===== src/rtl/cpu_pkg.sv =====
// Shared widths, the zero-register address and the write-back select encodings.
package cpu_pkg;

  localparam int unsigned DATA_W = 32;
  localparam int unsigned ADDR_W = 5;
  localparam int unsigned NREGS  = 1 << ADDR_W;

  localparam logic [ADDR_W-1:0] REG_ZERO = '0;

  typedef enum logic {
    WADDR_SEL_RD = 1'b0,
    WADDR_SEL_RT = 1'b1
  } waddr_sel_e;

  typedef enum logic {
    WDATA_SEL_ALU = 1'b0,
    WDATA_SEL_MEM = 1'b1
  } wdata_sel_e;

endpackage


===== src/rtl/reg_file_array.sv =====
// Architectural register storage: async clear, one write port, two raw read ports.
module reg_file_array #(
  parameter int unsigned DATA_W = 32,
  parameter int unsigned ADDR_W = 5,
  parameter int unsigned NREGS  = 32
) (
  input  logic              clock,
  input  logic              reset,
  input  logic              we,
  input  logic [ADDR_W-1:0] waddr,
  input  logic [DATA_W-1:0] wdata,
  input  logic [ADDR_W-1:0] raddr_a,
  input  logic [ADDR_W-1:0] raddr_b,
  output logic [DATA_W-1:0] rdata_a,
  output logic [DATA_W-1:0] rdata_b
);

  logic [DATA_W-1:0] regs [NREGS];

  always_ff @(posedge clock or posedge reset) begin
    if (reset) begin
      regs <= '{default: '0};
    end else if (we) begin
      regs[waddr] <= wdata;
    end
  end

  assign rdata_a = regs[raddr_a];
  assign rdata_b = regs[raddr_b];

endmodule


===== src/rtl/reg_file_wb_stage.sv =====
// MEM/WB pipeline register feeding the register file, with read ports that
// bypass the pending write-back so a write is visible right after it is captured.
module reg_file_wb_stage
  import cpu_pkg::*;
(
  input  logic              clock,
  input  logic              reset,
  input  logic              stall,
  input  logic              w_en,
  input  logic              w_waddr_sel,
  input  logic              w_mem_op,
  input  logic [ADDR_W-1:0] rt,
  input  logic [ADDR_W-1:0] rd,
  input  logic [DATA_W-1:0] alu_result,
  input  logic [DATA_W-1:0] mem_rdata,
  input  logic [ADDR_W-1:0] raddr_a,
  input  logic [ADDR_W-1:0] raddr_b,
  output logic [DATA_W-1:0] rdata_a,
  output logic [DATA_W-1:0] rdata_b,
  output logic              wb_valid,
  output logic [ADDR_W-1:0] wb_addr,
  output logic [DATA_W-1:0] wb_data
);

  logic [ADDR_W-1:0] sel_addr;
  logic [DATA_W-1:0] sel_data;
  logic [DATA_W-1:0] raw_a;
  logic [DATA_W-1:0] raw_b;

  // w_en gates the address first so an undefined select never reaches state.
  always_comb begin
    sel_addr = REG_ZERO;
    if (w_en) begin
      sel_addr = (w_waddr_sel == WADDR_SEL_RT) ? rt : rd;
    end
    sel_data = (w_mem_op == WDATA_SEL_MEM) ? mem_rdata : alu_result;
  end

  always_ff @(posedge clock or posedge reset) begin
    if (reset) begin
      wb_valid <= 1'b0;
      wb_addr  <= '0;
      wb_data  <= '0;
    end else if (!stall) begin
      wb_valid <= w_en && (sel_addr != REG_ZERO);
      wb_addr  <= sel_addr;
      wb_data  <= sel_data;
    end
  end

  reg_file_array #(
    .DATA_W (DATA_W),
    .ADDR_W (ADDR_W),
    .NREGS  (NREGS)
  ) u_array (
    .clock   (clock),
    .reset   (reset),
    .we      (wb_valid),
    .waddr   (wb_addr),
    .wdata   (wb_data),
    .raddr_a (raddr_a),
    .raddr_b (raddr_b),
    .rdata_a (raw_a),
    .rdata_b (raw_b)
  );

  always_comb begin
    rdata_a = raw_a;
    rdata_b = raw_b;
    if (raddr_a == REG_ZERO) begin
      rdata_a = '0;
    end else if (wb_valid && (wb_addr == raddr_a)) begin
      rdata_a = wb_data;
    end
    if (raddr_b == REG_ZERO) begin
      rdata_b = '0;
    end else if (wb_valid && (wb_addr == raddr_b)) begin
      rdata_b = wb_data;
    end
  end

endmodule

===== config.mk =====
export PLATFORM = sky130hd
export DESIGN_NAME = reg_file_wb_stage
export DESIGN_NICKNAME = d
export VERILOG_FILES = /design/src/rtl/cpu_pkg.sv /design/src/rtl/reg_file_array.sv /design/src/rtl/reg_file_wb_stage.sv
export SDC_FILE = /design/constraint.sdc
export NUM_CORES = 2
export LEC_CHECK = 0
export ABC_CLOCK_PERIOD_IN_PS = 72800
export CAP_MARGIN = 25
export CELL_PAD_IN_SITES_DETAIL_PLACEMENT = 0
export CELL_PAD_IN_SITES_GLOBAL_PLACEMENT = 1
export CORE_MARGIN = 1.5
export CORE_UTILIZATION = 55
export CTS_CLUSTER_DIAMETER = 150
export CTS_CLUSTER_SIZE = 20
export DETAILED_ROUTE_END_ITERATION = 8
export PLACE_DENSITY = 0.89
export SYNTH_ARGS = -nofsm -noshare
export SYNTH_HDL_FRONTEND = slang
export SYNTH_HIERARCHICAL = 1
export SYNTH_SLANG_ARGS = --single-unit

===== constraint.sdc =====
create_clock -name clock -period 72.8 [get_ports clock]
set_input_delay 7.28 -clock clock [delete_from_list [all_inputs] [get_ports clock]]
set_output_delay 7.28 -clock clock [all_outputs]
set_load 0.02 [all_outputs]

## After elaboration in Yosys (flattened, before gate mapping)

Cells that the tools add are included.

- Output and inout port bits: 102
- Bits of input ports: 90
- Register bits after elaboration: 1,062
- Logic and storage cells: 67

- Order comparisons: 4
- Reductions and logical operators: 7
- Eq/ne operators: 2
- Multiplexer cells: 16
- Bitwise operators: 3

Operators by type and width:

| operator | number |
|---|---|
| 1024-bit bitwise mux | 1 |
| 32-bit binary-select mux with 5-bit select | 2 |
| 32-bit 2-to-1 mux | 10 |
| 32-bit demux with 5-bit select | 1 |
| 6-bit >= comparator, second input constant | 3 |
| 5-bit NOT with 6-bit output | 3 |
| 5-bit equality test | 2 |
| 5-bit zero test | 2 |
| 5-bit 2-to-1 mux | 2 |
| 6-bit by 1-bit < comparator with 1-bit output, second input constant | 1 |
| 5-bit nonzero test | 1 |
| 1-bit logical AND | 4 |

## Depth between registers and ports, before layout

- Word-level depth: 6
- Mapped depth: 10
- Depth with buffers taken out: 7

## By module

The synthesis kept the hierarchy.

Modules (own cells, without submodules):

| module | area an instance (µm²) | sequential area each (µm²) | instances | cells an instance |
|---|---|---|---|---|
| reg_file_array | 56,248.9 | 25,624.6 | 1 | 4,606 |
| reg_file_wb_stage | 3,029.2 | 950.9 | 1 | 415 |

## Least setup slack after synthesis

Ideal clock, no wire load.

- Kind: input port to output port
- Start point: in raddr_a[1]
- End point: out rdata_a[17]
- Slack: 56,643 ps
- Path buffers: 4
- Stages on the path: 10
- Data arrival time: 8,877 ps
- Data required time: 65,520 ps
- Cells stage by stage: buf_2 -> buf_4 -> buf_4 -> buf_4 -> mux2i_1 -> a21oi_1 -> nand3_1 -> nand3_1 -> nand2_1 -> o21ai_0

- Cells in the longest elaborated chain, start to end: 6
- Elaborated cells between the ends (all ways): 9
- Classes of those cells: 1 x eq/ne; 5 x mux; 1 x bitwise; 2 x reduce/logical

RTL lines:

| element | line | source |
|---|---|---|
| start: declaration | reg_file_wb_stage.sv:16 | `input logic [ADDR_W-1:0] raddr_a,` |
| 5-bit NOT with 6-bit output (implied by the code) | reg_file_array.sv:28 | `assign rdata_a = regs[raddr_a];` |
| 32-bit binary-select mux with 5-bit select | reg_file_array.sv:28 |  |
| 32-bit 2-to-1 mux (implied by the code) (2 in series) | reg_file_array.sv:28 |  |
| net raw_a[17] | reg_file_wb_stage.sv:27 | `logic [DATA_W-1:0] raw_a;` |
| 32-bit 2-to-1 mux | reg_file_wb_stage.sv:72 | `end else if (wb_valid && (wb_addr == raddr_a)) begin` |
| 32-bit 2-to-1 mux | reg_file_wb_stage.sv:70 | `if (raddr_a == REG_ZERO) begin` |
| end: declaration | reg_file_wb_stage.sv:18 | `output logic [DATA_W-1:0] rdata_a,` |

The timed path passes the listed nets, and every way through them passes these cells. The select of a mux whose other input is x is not followed.

## Final worst setup path

- Start point: in raddr_a[1]
- End point: out rdata_a[27]

The elaborated chain is that of the path after synthesis.

==> flow_summary.ini <==
[cts]
clk_latency_ps = 690
htree_levels = 2
cts_tree = yes
hold_buffers = 0
cts_buffers = 59
clk_pin_slew_ps = 80
cts_sinks = 1062
post_cts_resized = 0
clock_path_buffers = 3
cts_setup_buffers = 0
cts_root_buf = clkbuf_16

[synth]
synthSimpleGateAreaFrac = 0.0567
synth_top_family_by_area = multiplexers
synth_fp_nets = 5111
synth_seq_cells = 1062
yosysUniqueCellTypes = 39
yosys.area_share.adder = 0
yosys_warnings = 6
synthMuxAreaShare = 0.374
syn_avg_cell_area_um2 = 11.8
synth-compound-area-share = 0.0750
synth_area_mm2 = 0.0593
syn_inst = 5021
seq_area_frac_synth = 0.448
synth-xor-area-share = 0.00148

[critical_path]
cpLargestDelayFamily = buffers and inverters
r2r-start = wb_addr[3]$_DFFE_PP0N_
crit_path_start_kind = input port
critPathMaxFanout = 89
cp_cell_sequence = buf_8, buf_4, buf_4, buf_4, mux2i_1, a22o_1, nor3_1, a31oi_1, nand3_1, nand2_1, o21ai_0, clkdlybuf4s50_1
setup.worst_path.class = input port to primary output
r2r_cells = 4
critPathSlowestCell = buf_4
cp.arrival_ps = 12640
cpPeakStageDelay_ps = 900
r2r_slack_ps = 69630
cp_num_buf_inv = 5
cp.required_ps = 65520
endpoint_kind = primary output
cpMostUsedCell = buf_4
worst_r2r_endpoint = u_array/regs[603]$_DFFE_PP0P_

[worst_hold_path]
hold_path.class = flop to flop
holdPathEnd = wb_data[26]$_DFFE_PP0N_
holdPathStages = 2
min_from = wb_data[26]$_DFFE_PP0N_

[final_layout]
fillers = 8836
final_cell_mix = dfrtp_1 (1062), mux2i_1 (1061), mux2_2 (987)
drive_above_1_share = 0.254
layout_commonest_cell = dfrtp_1
multi_input_area_mm2 = 0.0302
final_nets = 5007
seqCellArea_mm2 = 0.0266
instances_no_fill = 6322
syn2layout_area_growth_pct = 6.93

[floorplan]
core_mm2 = 0.107
start_util = 0.555
die_area_mm2 = 0.110
die_y_um = 331
io_pins = 192
die_w_um = 331
rows = 120

[power_and_ir_drop]
p_seq_frac = 0.523
cellInternalPower_mw = 1.04
swShare = 0.313
clockPowerShare = 0.229
switchingPower_mw = 0.471
p_comb_frac = 0.247
p_leak_nw = 30.5
peakVddDrop_mv = 0.0221
powerDensity_mw_per_mm2 = 23.8

[placement]
portBuffers = 191
dp_cells = 6245
post-dp-hpwl_mm = 102
gp_congestion = 0.821

[timing]
fin_crit_sh = 0.274
slew_headroom = 0.236
rsz0062_at_grt = no
tns_ps = 0
finalHoldViolCount = 0
fin_skew_ps = 19.4
tightest_slew_ps = 1150
maxSlewViolCount = 0
max_freq_mhz = 50.2
fin_crit_ps = 19920
setup_viol = 0

[global_route]
grt_pass1_wl_mm = 282
grt_pass1_vias = 43700
top_usage_layer = met2
grt_use_total = 0.339
antenna_found_initial = 1
grt_use_met1 = 0.463
grt_max_degree = 170
globalRouteMet3Util = 0.0700
grt_util_met2 = 0.525
grt-ovfl-total = 0

[routing]
vias_per_cell = 6.83
post-route-drc-count = 0
drt-pass1-iter-count = 5
wl_per_cell_um = 30.1
drtIter0Drc = 4786
ant_nets = 0
dr_total_vias = 43200
totalWireLength_mm = 190

[run]
cap_violations = 0

[outcome]
status = finished, final reports clean
[metrics by stage]
stage / util / instance area, um2 / power (mW) / setup WS [ps] / hold WS (ps)
after floorplan: - / 59300 / 1.05 / 36700 / 479
after global placement: 0.574 / 61300 / 1.14 / 52930 / 476
after detailed placement: 0.575 / 61500 / 1.16 / 52900 / 488
after CTS: 0.589 / 63000 / 1.50 / 52900 / 509
after global routing: 0.593 / 63400 / 1.57 / 52600 / 530
final: 0.593 / 63400 / 1.51 / 52880 / 503
[worst max-delay path by stage]
stage                          start                     endpoint  slack, ps  cells past startpoint
final                     raddr_a[1]                  rdata_a[27]      52880                     12
after floorplan                reset  u_array/regs[0]$_DFFE_PP0P_      36700                      1
after detailed placement  raddr_a[1]                  rdata_a[27]      52900                     12
after CTS                 raddr_a[1]                  rdata_a[27]      52900                     12
after global routing      raddr_a[1]                  rdata_a[27]      52600                     12
after global placement    raddr_a[1]                  rdata_a[27]      52930                     12
[cell usage after synthesis (all sizes together)]
cell type,n,area (um2)
a21o,1,7.51
or2,3,18.8
xnor2,2,17.5
or4b,1,10.0
nand2b,5,31.3
nor2b,4,25.0
a31oi,64,400
nand3b,4,30.0
or4,1,7.51
and3b,1,8.76
clkbuf,218,818
nand4,64,400
mux2,1024,11500
nor3,67,335
or3b,1,11.3
o21ai,101,505
xor2,8,70.1
a22oi,192,1440
a21oi,193,966
dfrtp,1062,26600
o22ai,1,6.26
nor2,21,199
buf,271,1830
mux2i,1061,10600
nor3b,4,45.1
nand2,314,1180
and3,1,6.26
nand3,194,971
and2,6,37.5
nor4,2,42.5
inv,2,7.51
a22o,128,1120
[layer usage]
| layer | up-vias | share of wire |
|---|---|---|
| met5 | - | 0.000068 |
| met4 | 2 | 0.047 |
| met3 | 452 | 0.094 |
| met2 | 2090 | 0.45 |
| met1 | 22400 | 0.41 |
| li1 | 18200 | - |
[state kept, by name, indices dropped and copies added, names as in the netlist]
name and count:
wb_data 32, wb_addr 5, u_array/regs 1024, wb_valid 1
[cell type report]
type                            count  area share
Multi-Input combinational cell   3468       0.476
Sequential cell                  1062       0.419
Timing Repair Buffer              324      0.0524
Tap cell                         1403      0.0277
Clock buffer                       61      0.0241
Clock inverter                      1    0.000316
Inverter                            2    0.000237
Antenna cell                        1   0.0000395
[cell families (layout without fill, tap and decap cells)]
group / after synthesis / after routing
buf+inv: 491 / 388
flops: 1062 / 1062
compound gates: 680 / 680
mux: 2085 / 2085
other cells: 0 / 1
xor+xnor: 10 / 10
simple gates: 693 / 693
[power by group through the flow]
| stage | Clock [mW] | Combinational [mW] | Sequential, mW |
|---|---|---|---|
| after global routing | 0.369 | 0.400 | 0.802 |
| final | 0.346 | 0.373 | 0.789 |
| after CTS | 0.349 | 0.362 | 0.788 |
| after floorplan | 0 | 0.271 | 0.776 |
| after detailed placement | 0 | 0.360 | 0.800 |
| after global placement | 0 | 0.347 | 0.794 |
[worst register-to-register path: cells and delay by family, from the launching register on]
family        cells  cell delay (ps)
buf+inv           1              740
flops             1              660
simple gates      2             1220
mux               1              430
Power figures use the tool's default switching activity.
